`config.mk`:
```
export PLATFORM = sky130hd
export DESIGN_NAME = mavg_sel
export DESIGN_NICKNAME = d
export VERILOG_FILES = /design/src/rtl/mavg_sel.sv
export SDC_FILE = /design/constraint.sdc
export NUM_CORES = 1
export LEC_CHECK = 0
export ABC_AREA = 1
export BUFFER_PORTS_ARGS = -buffer_cell sky130_fd_sc_hd__buf_2
export CAP_MARGIN = 30
export CORE_MARGIN = 3
export CORE_UTILIZATION = 60
export CTS_CLUSTER_DIAMETER = 40
export DETAILED_ROUTE_END_ITERATION = 16
export GPL_TIMING_DRIVEN = 0
export PLACE_DENSITY = 0.93
export SYNTH_ARGS = -nofsm -noshare
export SYNTH_HDL_FRONTEND = slang
export SYNTH_SLANG_ARGS = --single-unit
```
`constraint.sdc`:
```
create_clock -name clk -period 6.9 [get_ports clk]
set_input_delay 1.38 -clock clk [delete_from_list [all_inputs] [get_ports clk]]
set_output_delay 1.38 -clock clk [all_outputs]
set_load 0.01 [all_outputs]
```
`src/rtl/mavg_sel.sv`:
```
// -----------------------------------------------------------------------------
// mavg_sel -- selectable-length moving-average (boxcar) filter
//
// Keeps a running sum of the last N accepted samples (acc += x_in - tap_N) and
// outputs acc/N, with N in {1,8,16,32,64,128,256}. The N-sample history lives
// in an external delay line whose shift enable (sr_en) and clear (sr_clr) are
// driven from here, so the filter and the delay line always stay in lockstep.
//
// Ports
//   clk, rst_n          clock (rising edge), asynchronous active-low reset
//   in_valid / in_ready input handshake; a sample is taken when both are high
//   x_in                input sample (also feeds the delay line)
//   len_sel             0:N=1 (bypass) 1:8 2:16 3:32 4:64 5:128 6:256 7:as 6
//   tap_8 .. tap_256    delay-line outputs, sample accepted N samples ago
//   sr_en, sr_clr       delay-line shift enable / synchronous clear
//   y_out, y_valid      registered average and its one-cycle strobe
//
// Configuration
//   MAVG_ROUND_EN  defined: round half up; undefined: truncate toward -inf.
// -----------------------------------------------------------------------------
module mavg_sel #(
  parameter int SIG_WIDTH = 16,
  parameter int ACC_WIDTH = SIG_WIDTH + 8
) (
  input  logic                        clk,
  input  logic                        rst_n,
  input  logic                        in_valid,
  output logic                        in_ready,
  input  logic signed [SIG_WIDTH-1:0] x_in,
  input  logic        [2:0]           len_sel,
  input  logic signed [SIG_WIDTH-1:0] tap_8,
  input  logic signed [SIG_WIDTH-1:0] tap_16,
  input  logic signed [SIG_WIDTH-1:0] tap_32,
  input  logic signed [SIG_WIDTH-1:0] tap_64,
  input  logic signed [SIG_WIDTH-1:0] tap_128,
  input  logic signed [SIG_WIDTH-1:0] tap_256,
  output logic                        sr_en,
  output logic                        sr_clr,
  output logic signed [SIG_WIDTH-1:0] y_out,
  output logic                        y_valid
);

  typedef enum logic [1:0] {FLUSH, FILL, RUN} state_t;

  state_t                        state, state_next;
  logic        [2:0]             len_norm, len_q;
  logic        [7:0]             cnt, last_cnt;
  logic        [3:0]             k;
  logic                          len_change, accept, fill_done, y_fire;
  logic signed [SIG_WIDTH-1:0]   tap_sel, y_new;
  logic signed [ACC_WIDTH-1:0]   acc, acc_next, rnd, y_full;

  // Code 7 is an alias of 6; fold it before anything compares against len_q.
  assign len_norm   = (len_sel == 3'd7) ? 3'd6 : len_sel;

  // A length change blocks the handshake in the same cycle it is seen.
  assign len_change = (state != FLUSH) && (len_norm != len_q);
  assign in_ready   = (state != FLUSH) && !len_change;
  assign accept     = in_valid && in_ready;
  assign sr_en      = accept;
  assign sr_clr     = (state == FLUSH);

  // k = log2(N); last_cnt = N-1 is the fill count that completes the window.
  assign k         = (len_q == 3'd0) ? 4'd0 : ({1'b0, len_q} + 4'd2);
  assign last_cnt  = 8'((9'd1 << k) - 9'd1);
  assign fill_done = (cnt == last_cnt);

  always_comb begin
    // NOTE: every combinational output gets a default first so no path can infer a latch.
    tap_sel = '0;
    case (len_q)
      3'd1:    tap_sel = tap_8;
      3'd2:    tap_sel = tap_16;
      3'd3:    tap_sel = tap_32;
      3'd4:    tap_sel = tap_64;
      3'd5:    tap_sel = tap_128;
      3'd6:    tap_sel = tap_256;
      default: tap_sel = '0;
    endcase
  end

  // Taps are read before the delay line shifts, so tap_sel is the sample leaving the window.
  assign acc_next = acc + ACC_WIDTH'(x_in) - ACC_WIDTH'(tap_sel);

`ifdef MAVG_ROUND_EN
  assign rnd = (k == 4'd0) ? '0 : (ACC_WIDTH'(1) << (k - 4'd1));
`else
  assign rnd = '0;
`endif

  // Signed arithmetic shift: floor toward -inf. The sum of 256 full-scale
  // samples plus the rounding bias still fits ACC_WIDTH, so no saturation.
  assign y_full = (acc_next + rnd) >>> k;
  assign y_new  = (len_q == 3'd0) ? x_in : y_full[SIG_WIDTH-1:0];

  always_comb begin
    state_next = state;
    y_fire     = 1'b0;
    case (state)
      FLUSH: state_next = FILL;
      FILL: begin
        if (len_change) begin
          state_next = FLUSH;
        end else if (accept && fill_done) begin
          state_next = RUN;
          y_fire     = 1'b1;
        end
      end
      RUN: begin
        if (len_change) state_next = FLUSH;
        else            y_fire     = accept;
      end
      default: state_next = FLUSH;
    endcase
  end

  // NOTE: sequential state uses non-blocking assignments so every register samples pre-edge values.
  always_ff @(posedge clk or negedge rst_n) begin
    if (!rst_n) begin
      state   <= FLUSH;
      acc     <= '0;
      cnt     <= '0;
      len_q   <= '0;
      y_out   <= '0;
      y_valid <= 1'b0;
    end else begin
      state   <= state_next;
      y_valid <= y_fire;
      if (state == FLUSH) begin
        acc   <= '0;
        cnt   <= '0;
        len_q <= len_norm;
      end else if (accept) begin
        // Bypass never touches the running sum.
        acc   <= (len_q == 3'd0) ? '0 : acc_next;
        y_out <= y_new;
        if (state == FILL) cnt <= cnt + 8'd1;
      end
    end
  end

endmodule

```
# ---- After elaboration in Yosys (flattened, before gate mapping)
# Index checks and enable logic that the tools add are counted.
dict set report classes {
  n_addsub 5
  mul 0
  div 0
  order_cmp 0
  n_eq_ne 13
  n_shift 2
  mux 18
  bitwise 1
  n_reduce_logical 13
}
# operator count
set ops {}
lappend ops {{$pmux 16 s6} 1}
lappend ops {{$mux 24} 3}
lappend ops {{$add 24x16->24} 1}
lappend ops {{$mux 8} 3}
lappend ops {{$sshr 24x4->16} 1}
lappend ops {{$sub 24x16->24} 1}
lappend ops {{$mux 16} 1}
lappend ops {{$eq 3x3->1 const B} 4}
lappend ops {{$add 8x1->8 const B} 1}
lappend ops {{$eq 8x8->1} 1}
lappend ops {{$shl 1x4->8 const A} 1}
lappend ops {{$sub 8x1->8 const B} 1}
lappend ops {{$eq 3x2->1 const B} 2}
lappend ops {{$mux 2} 3}
lappend ops {{$pmux 2 s3} 1}
lappend ops {{$reduce_and 2->1} 3}
lappend ops {{$reduce_bool 2->1} 3}
lappend ops {{$add 3x2->4 const B} 1}
lappend ops {{$logic_and 1x1->1} 4}
lappend ops {{$mux 4} 1}
lappend ops {{$eq 3x1->1 const B} 1}
lappend ops {{$logic_not 3->1} 1}
lappend ops {{$mux 1} 3}
lappend ops {{$mux 3} 1}
lappend ops {{other kinds (9)} 9}
dict set report totals {
  register_bits 54
  latch_bits 0
  mem_bits_rw 0
  rom_bits 0
  inputBits 118
  output_inout_bits 20
  word_cells 58
  memories 0
}

# ---- Longest topological paths before layout
# Gate-level depths: netlist of run 1.
dict set report depth {
  ltp_word 11
  ltp_mapped 30
  mapped_depth_nobuf 27
}

# ---- Worst setup path after synthesis of run 1
# OpenSTA, ideal clock, no wires.
dict set report synth_path {
  path_kind {input to register}
  from {in tap_8[15]}
  to {reg y_out[3]}
  setup_time_ns 0.117
  t_arrival_ns 4.026
  required_time_ns 6.783
  path_slack_ns 2.757
  cell_stages 21
  path_buffers 0
  cell_sequence {a22o_1 -> nor3_1 -> inv_1 -> fa_1 -> inv_1 -> ha_1 -> nand2_1 -> nor2_1 -> inv_1 -> nor3_1 -> nand2_1 -> nand2_1 -> nand2_1 -> nand3_1 -> nand3_1 -> nand3_1 -> nand2_1 -> nand2_1 -> nand3_1 -> nand2_1 -> nand2_1}
}
dict set report synth_between {
  elab_chain_len 4
}
# element line
set synth_lines {}
lappend synth_lines {{start: declaration} 31} ;# input logic signed [SIG_WIDTH-1:0] tap_8,
lappend synth_lines {{$pmux 16 s6} 71} ;# case (len_q)
lappend synth_lines {{$sub 24x16->24} 83} ;# assign acc_next = acc + ACC_WIDTH'(x_in) - ACC_WIDTH'(tap_sel);
lappend synth_lines {{$sshr 24x4->16} 93} ;# assign y_full = (acc_next + rnd) >>> k;
lappend synth_lines {{$mux 16} 94} ;# assign y_new = (len_q == 3'd0) ? x_in : y_full[SIG_WIDTH-1:0];
lappend synth_lines {{end signal: assignment} 136} ;# y_out <= y_new;
lappend synth_lines {{end: declaration} 39} ;# output logic signed [SIG_WIDTH-1:0] y_out,
# Every way passes these cells.
# A chain may end at the register's enable or synchronous reset.

# ---- Worst setup path after layout of run 1
dict set report layout_path {
  from {reg len_q[1]}
  to {reg y_out[4]}
}
dict set report layout_between {
  elab_chain_len 6
  elab_cells_between_ends 19
  cone_classes {add/sub: 2; eq/ne: 7; shift: 1; mux: 3; reduce/logical: 6}
}
# element line
set layout_lines {}
lappend layout_lines {{start: declaration} 46} ;# logic [2:0] len_norm, len_q;
lappend layout_lines {{start signal: assignment} 132} ;# len_q <= len_norm;
lappend layout_lines {{parallel branches: the longest is 6 deep, another holds $sub 24x16->24} n/a}
# Parallel ways; which one is timed is not known.

==> results of run 1 <==
cell type report:
class | count | area, µm²
fillers | 994 | 3119
repair buffers | 138 | 705.7
well taps | 140 | 175.2
flip-flops and latches | 54 | 1351
clock buffers | 5 | 125.1
multi-input cells | 816 | 4503
inverters | 241 | 904.6
plain buffers | 36 | 165.2
clock inverters | 3 | 28.78
synthesized netlist by cell type (3+ instances only):
cell type	count	share of area [%]
dfrtp_1	54	20
buf_4	3	0.33
a21oi_1	42	3.0
a32o_1	11	1.6
o22ai_1	11	0.99
a221oi_1	4	0.51
nand2_1	347	19
ha_1	35	6.3
o21ai_0	44	3.2
nand4_1	27	2.4
o2111ai_1	10	1.3
nor3_1	10	0.72
xor2_1	10	1.3
o21ai_1	3	0.22
clkbuf_1	19	1.0
o211ai_1	3	0.33
buf_1	4	0.22
fa_1	23	6.6
nor2_2	3	0.27
o21bai_1	3	0.33
buf_2	9	0.65
a31oi_1	4	0.36
nor2_1	49	2.7
xnor2_1	8	1.0
inv_1	237	13
nand3_1	149	11
nand2_2	4	0.36
metrics by stage:
stage	utilization, %	hold WS (ns)	setup WS, ns
detailed placement	70.45	0.4661	1.443
CTS	71.84	0.4832	1.421
global route	71.84	0.5074	1.012
finish	71.84	0.4756	1.226
global placement	70.27	0.4602	1.478
floorplan	-	0.4679	2.757
worst register-to-register path, cell delays in order, from the launching register on:
cell	delay, ns
dfrtp_1	0.52
buf_4	0.25
nand2_1	0.10
clkinv_1	0.35
clkbuf_1	0.37
nand3_1	0.14
nand2_1	0.06
nor3_1	0.63
inv_1	0.45
fa_1	0.62
inv_1	0.05
ha_1	0.38
nand2_1	0.12
inv_1	0.09
nand2_1	0.07
nor2_1	0.17
nand3b_1	0.20
nand3_1	0.16
nand2_1	0.09
nand2_1	0.14
nand2_1	0.07
nand3_1	0.07
nand3_1	0.11
nand3_1	0.13
nand3_1	0.08
nand2_1	0.09
nand2_1	0.06
cell usage in the layout (no fill, tap or decap), types with 5 or more instances in the layout:
master | netlist | layout
a21oi_1 | 42 | 42
a32o_1 | 11 | 11
buf_2 | 9 | 146
clkbuf_1 | 19 | 19
clkbuf_16 | 0 | 5
dfrtp_1 | 54 | 54
fa_1 | 23 | 23
ha_1 | 35 | 35
inv_1 | 237 | 237
nand2_1 | 347 | 347
nand3_1 | 149 | 149
nand4_1 | 27 | 27
nor2_1 | 49 | 49
nor3_1 | 10 | 10
o2111ai_1 | 10 | 10
o21ai_0 | 44 | 44
o22ai_1 | 11 | 11
xnor2_1 | 8 | 8
xor2_1 | 10 | 10
per-layer routing:
metal / up-vias / share of wire, % / GRT usage (%) / routed length [µm]
li1: 3943 / - / - / -
met3: 93 / 10 / 5.252 / 2427
met1: 3704 / 40 / 48.92 / 9454
met5: - / 0 / 0 / 0
met2: 480 / 45 / 59.20 / 10700
met4: 0 / 5.3 / 17.07 / 1256
worst max-delay path by stage:
stage | from | end | depth (start not counted)
2_1_floorplan | tap_8[15] | y_out[3] | 21
3_3_place_gp | len_q[1] | y_out[13] | 26
3_5_place_dp | len_q[1] | y_out[4] | 26
4_1_cts | len_q[1] | y_out[4] | 26
5_1_grt | len_q[1] | y_out[5] | 26
6_report | len_q[1] | y_out[4] | 26
sequential cells by signal, indices dropped and copies added (netlist names):
name and cells:
acc 24, y_out 16, cnt 8, len_q 3
state 2, y_valid 1
kinds of logic after synthesis:
| logic type | count (synthesis) |
|---|---|
| buf+inv | 277 |
| compound gates | 139 |
| fa+ha+maj | 58 |
| flops | 54 |
| simple gates | 601 |
| xor+xnor | 18 |
==> key figures, run 1 <==
Run status
  – Run status: finished clean

GRT
  – Initial antenna violation count: 0
  – Pin count of the biggest net entering global routing: 38
  – Vias in the first global route: 7,599
  – Total track usage: 36.70%
  – Global route overflow: 0
  – First-pass GRT wire length: 37,720 µm

Synth
  – Yosys cell types: 42
  – Gate Count Post-Synth: 1,147
  – Post-synth EDFFs: 0
  – Number of synthesized register bits: 54
  – Synth Area in Compound Gates: 12.27%
  – Register area share after synthesis: 19.52%
  – Synth Cell Area: 0.006924 mm²
  – Combinational family with the most area after synthesis: simple AND/OR/NAND/NOR gates
  – Async set-reset flop share out of synthesis: 100.0%
  – Predominant post-synthesis flop cell: dfrtp_1
  – Post-synthesis mux area share: 0%
  – Adder-cell share of the synthesized area: 12.97%
  – Total nets after synthesis: 1,323
  – Post-Synth XOR/XNOR Area: 2.277%
  – Yosys warns: 0
  – Synth Area per Inst: 6.037 µm²
  – Post-Synth Simple-Gate Area: 37.51%

Timing
  – Worst Clk Skew: 0.01698 ns
  – RSZ-0062 raised after global routing: no
  – Min Tclk post-route: 5.674 ns
  – Rel. slew slack: 31.16%
  – Worst Max-Slew Pin Slew: 1.025 ns
  – Count of pins over their slew limit: 0
  – Setup TNS: 0 ns
  – # setup viols final: 0
  – Fmax: 176.2 MHz
  – Final worst path period share: 82.23%
  – Hold Vio Cnt, Final: 0

CTS
  – Clock sink count: 54
  – CTS root buf: clkbuf_16
  – Worst-path clk slew: 0.08 ns
  – CTS tree: built
  – Post_cts resized: 0
  – Hold buffers post-CTS: 0
  – Clk_lat worst skew: 0.32 ns
  – Maximum clock path buffer count: 2
  – Cts bufs inserted: 5
  – Post-CTS Setup Inserts: 0
  – H-tree Lvls: 2

Detailed routing
  – Wire per inst: 16.64 µm
  – Vias per inst: 5.736
  – Antenna viol nets, final: 0
  – DRC viols: 0
  – Wirelength, routed: 23,840 µm
  – Total number of vias: 8,220
  – First-pass DRT Iterations: 6
  – Initial DRC count: 1,031

Setup path
  – Worst path arrival time: 5.87 ns
  – Worst setup SP type: register
  – Crit path max fanout: 10
  – CP max stage cell: nor3_1
  – Max stage delay on crit path: 0.63 ns
  – Worst reg-to-reg path cell count: 26
  – CP Data Required Time: 7.10 ns
  – RR Startpoint: len_q[1]
  – WS Path Type: register to register
  – R2R Setup Slk: 1.23 ns
  – Critical path's top delay family: simple AND/OR/NAND/NOR gates
  – CP Capture Type: register
  – RR Endpoint: y_out[4]
  – Worst path most repeated cell: nand2_1
  – Buf/Inv on CP: 6

Min path
  – Hold path cells: 2
  – HP Start: y_out[4]
  – Hold crit path type: register to register
  – WHS Endpoint: y_out[4]

Floorplan
  – Die ar.: 0.01287 mm²
  – Die H: 113.4 µm
  – Ports: 138
  – Placeable Area: 0.01108 mm²
  – # rows: 38
  – Starting Density: 62.50%
  – DIE WIDTH: 113.4 µm

Job
  – Max Cap Viol: 0

Place
  – Final HPWL DP: 19,790 µm
  – Area after DPL: 0.007805 mm²
  – Placer Congestion: 1.115
  – Number of cells in the design after placement: 1,425
  – I/O Buffers: 137

Layout
  – Diodes inserted: 0
  – Area Overhead vs Synth: 14.94%
  – Finished Layout Cells: 1,433
  – Nets: 1,468
  – Post-route cell area: 0.007959 mm²
  – Share of layout cells above drive strength 1: 13.53%
Power of run 1 is not shown: default switching activity piles up to over one toggle a cycle in this logic, so the estimate is an artifact.
==> run 2: changes to the inputs <==
Settings changed: CORE_UTILIZATION 60 to 52, PLACE_DENSITY 0.93 to 0.86.
Clock period 6.9 ns to 5.1 ns, I/O delays scaled along.
==> key figures, run 2 (synthesis results as in run 1) <==
Run status
  – Run status: finished clean

Place
  – I/O Buffers: 137
  – Placer Congestion: 0.9604
  – Number of cells in the design after placement: 1,457
  – Final HPWL DP: 19,670 µm

GRT
  – Global route overflow: 0
  – Pin count of the biggest net entering global routing: 29
  – Total track usage: 31.61%
  – First-pass GRT wire length: 36,970 µm
  – Initial antenna violation count: 1
  – Vias in the first global route: 7,432

Timing
  – Rel. slew slack: 58.01%
  – WHS: 0.4810 ns
  – Fmax: 211.7 MHz
  – Worst Max-Slew Pin Slew: 0.6299 ns
  – # setup viols final: 0
  – Worst Clk Skew: 0.01028 ns
  – RSZ-0062 raised after global routing: no
  – Count of pins over their slew limit: 0
  – Hold Vio Cnt, Final: 0
  – Min Tclk post-route: 4.724 ns
  – Final worst path period share: 92.63%

Layout
  – Share of layout cells above drive strength 1: 14.59%
  – Diodes inserted: 0
  – Utilization after layout: 62.94%
  – Most common cell after layout, fill and taps aside: nand2_1
  – Largest regs: acc (24), y_out (16), cnt (8)
  – Finished Layout Cells: 1,467
  – Max reg flops: 24
  – Area Overhead vs Synth: 16.57%
  – Nets: 1,470
  – Biggest register: acc
  – Most frequent cells in the layout: 347 x nand2_1, 236 x inv_1, 148 x nand3_1

CTS
  – CTS tree: built
  – CTS root buf: clkbuf_16
  – Cts bufs inserted: 5
  – Clk_lat worst skew: 0.31 ns
  – H-tree Lvls: 2
  – Maximum clock path buffer count: 2
  – Clock sink count: 54
  – Hold buffers post-CTS: 0
  – Worst-path clk slew: 0.09 ns

Setup path
  – CP Data Required Time: 5.30 ns
  – CP max stage cell: dfrtp_2
  – Worst path most repeated cell: nand2_1
  – CP Capture Type: register
  – Worst path arrival time: 4.93 ns
  – Worst setup SP type: register
  – Max stage delay on crit path: 0.51 ns
  – Crit path max fanout: 10
  – WS Path Type: register to register

Floorplan
  – Starting Density: 53.99%
  – # rows: 41
  – Die H: 121.4 µm
  – DIE WIDTH: 121.4 µm
  – Die ar.: 0.01474 mm²
  – Placeable Area: 0.01282 mm²
  – Ports: 138

Detailed routing
  – First-pass DRT Iterations: 7
  – Wire per inst: 16.32 µm
  – Initial DRC count: 934
  – Antenna viol nets, final: 0
  – DRC viols: 0
  – Wirelength, routed: 23,940 µm
  – Total number of vias: 8,194
  – Vias per inst: 5.586

Job
  – Max Cap Viol: 0

Min path
  – Hold crit path type: register to register
run 2: cell count changes in the layout (fill, tap and decap cells not counted), moves of 2 or more:
cell	change
nor3_1	-3
clkbuf_1	-5
buf_4	+2
nor3_4	+3
clkbuf_2	+4
run 2: per-layer routing:
metal	track usage [%]	wire [µm]	vias to the layer above
li1	-	-	3935
met1	45.80	10150	3726
met2	47.01	10440	454
met3	5.828	2581	77
met4	11.41	758	2
met5	0	11	-
run 2: worst paths after layout:
check / start / to / slack (ns) / depth (start not counted)
worst min-delay path: y_out[8] / y_out[8] / 0.48 / 2
worst max-delay path: len_q[1] / y_out[6] / 0.38 / 26
max in group asynchronous: rst_n / acc[22] / 3.79 / 2
worst min register to register: y_out[8] / y_out[8] / 0.48 / 2
worst max register to register: len_q[1] / y_out[6] / 0.38 / 26
min in group asynchronous: rst_n / y_out[2] / 0.72 / 1
run 2: cell type report:
class	count	area, µm²
Fill cell	1222	4753
Multi-Input combinational cell	816	4549
Sequential cell	54	1353
Inverter	241	908.4
Timing Repair Buffer	140	720.7
Tap cell	172	215.2
Buffer	36	171.4
Clock buffer	5	125.1
Clock inverter	3	28.78
run 2: repair_timing:
action	in CTS	in global routing
gates resized for setup	2	20
setup endpoints to repair	15	16
setup buffers	0	2
hold endpoints to repair	0	0
run 2: metrics by stage:
stage          setup WS [ns]  area, µm²  setup TNS [ns]
3_5_place_dp         -0.3763       7845          -4.392
4_1_cts              0.03776       8004               0
5_1_grt              0.01878       8071               0
6_report              0.3760       8071               0
3_3_place_gp         -0.2743       7825          -2.840
2_1_floorplan          1.202       6924               0
run 2: critical path: cells and delay by family (launching register included):
family,cells,cell delay [ns]
buf+inv,6,0.93
simple gates,18,2.23
flops,1,0.51
fa+ha+maj,2,0.93
Power of run 2 is left out for the same reason.
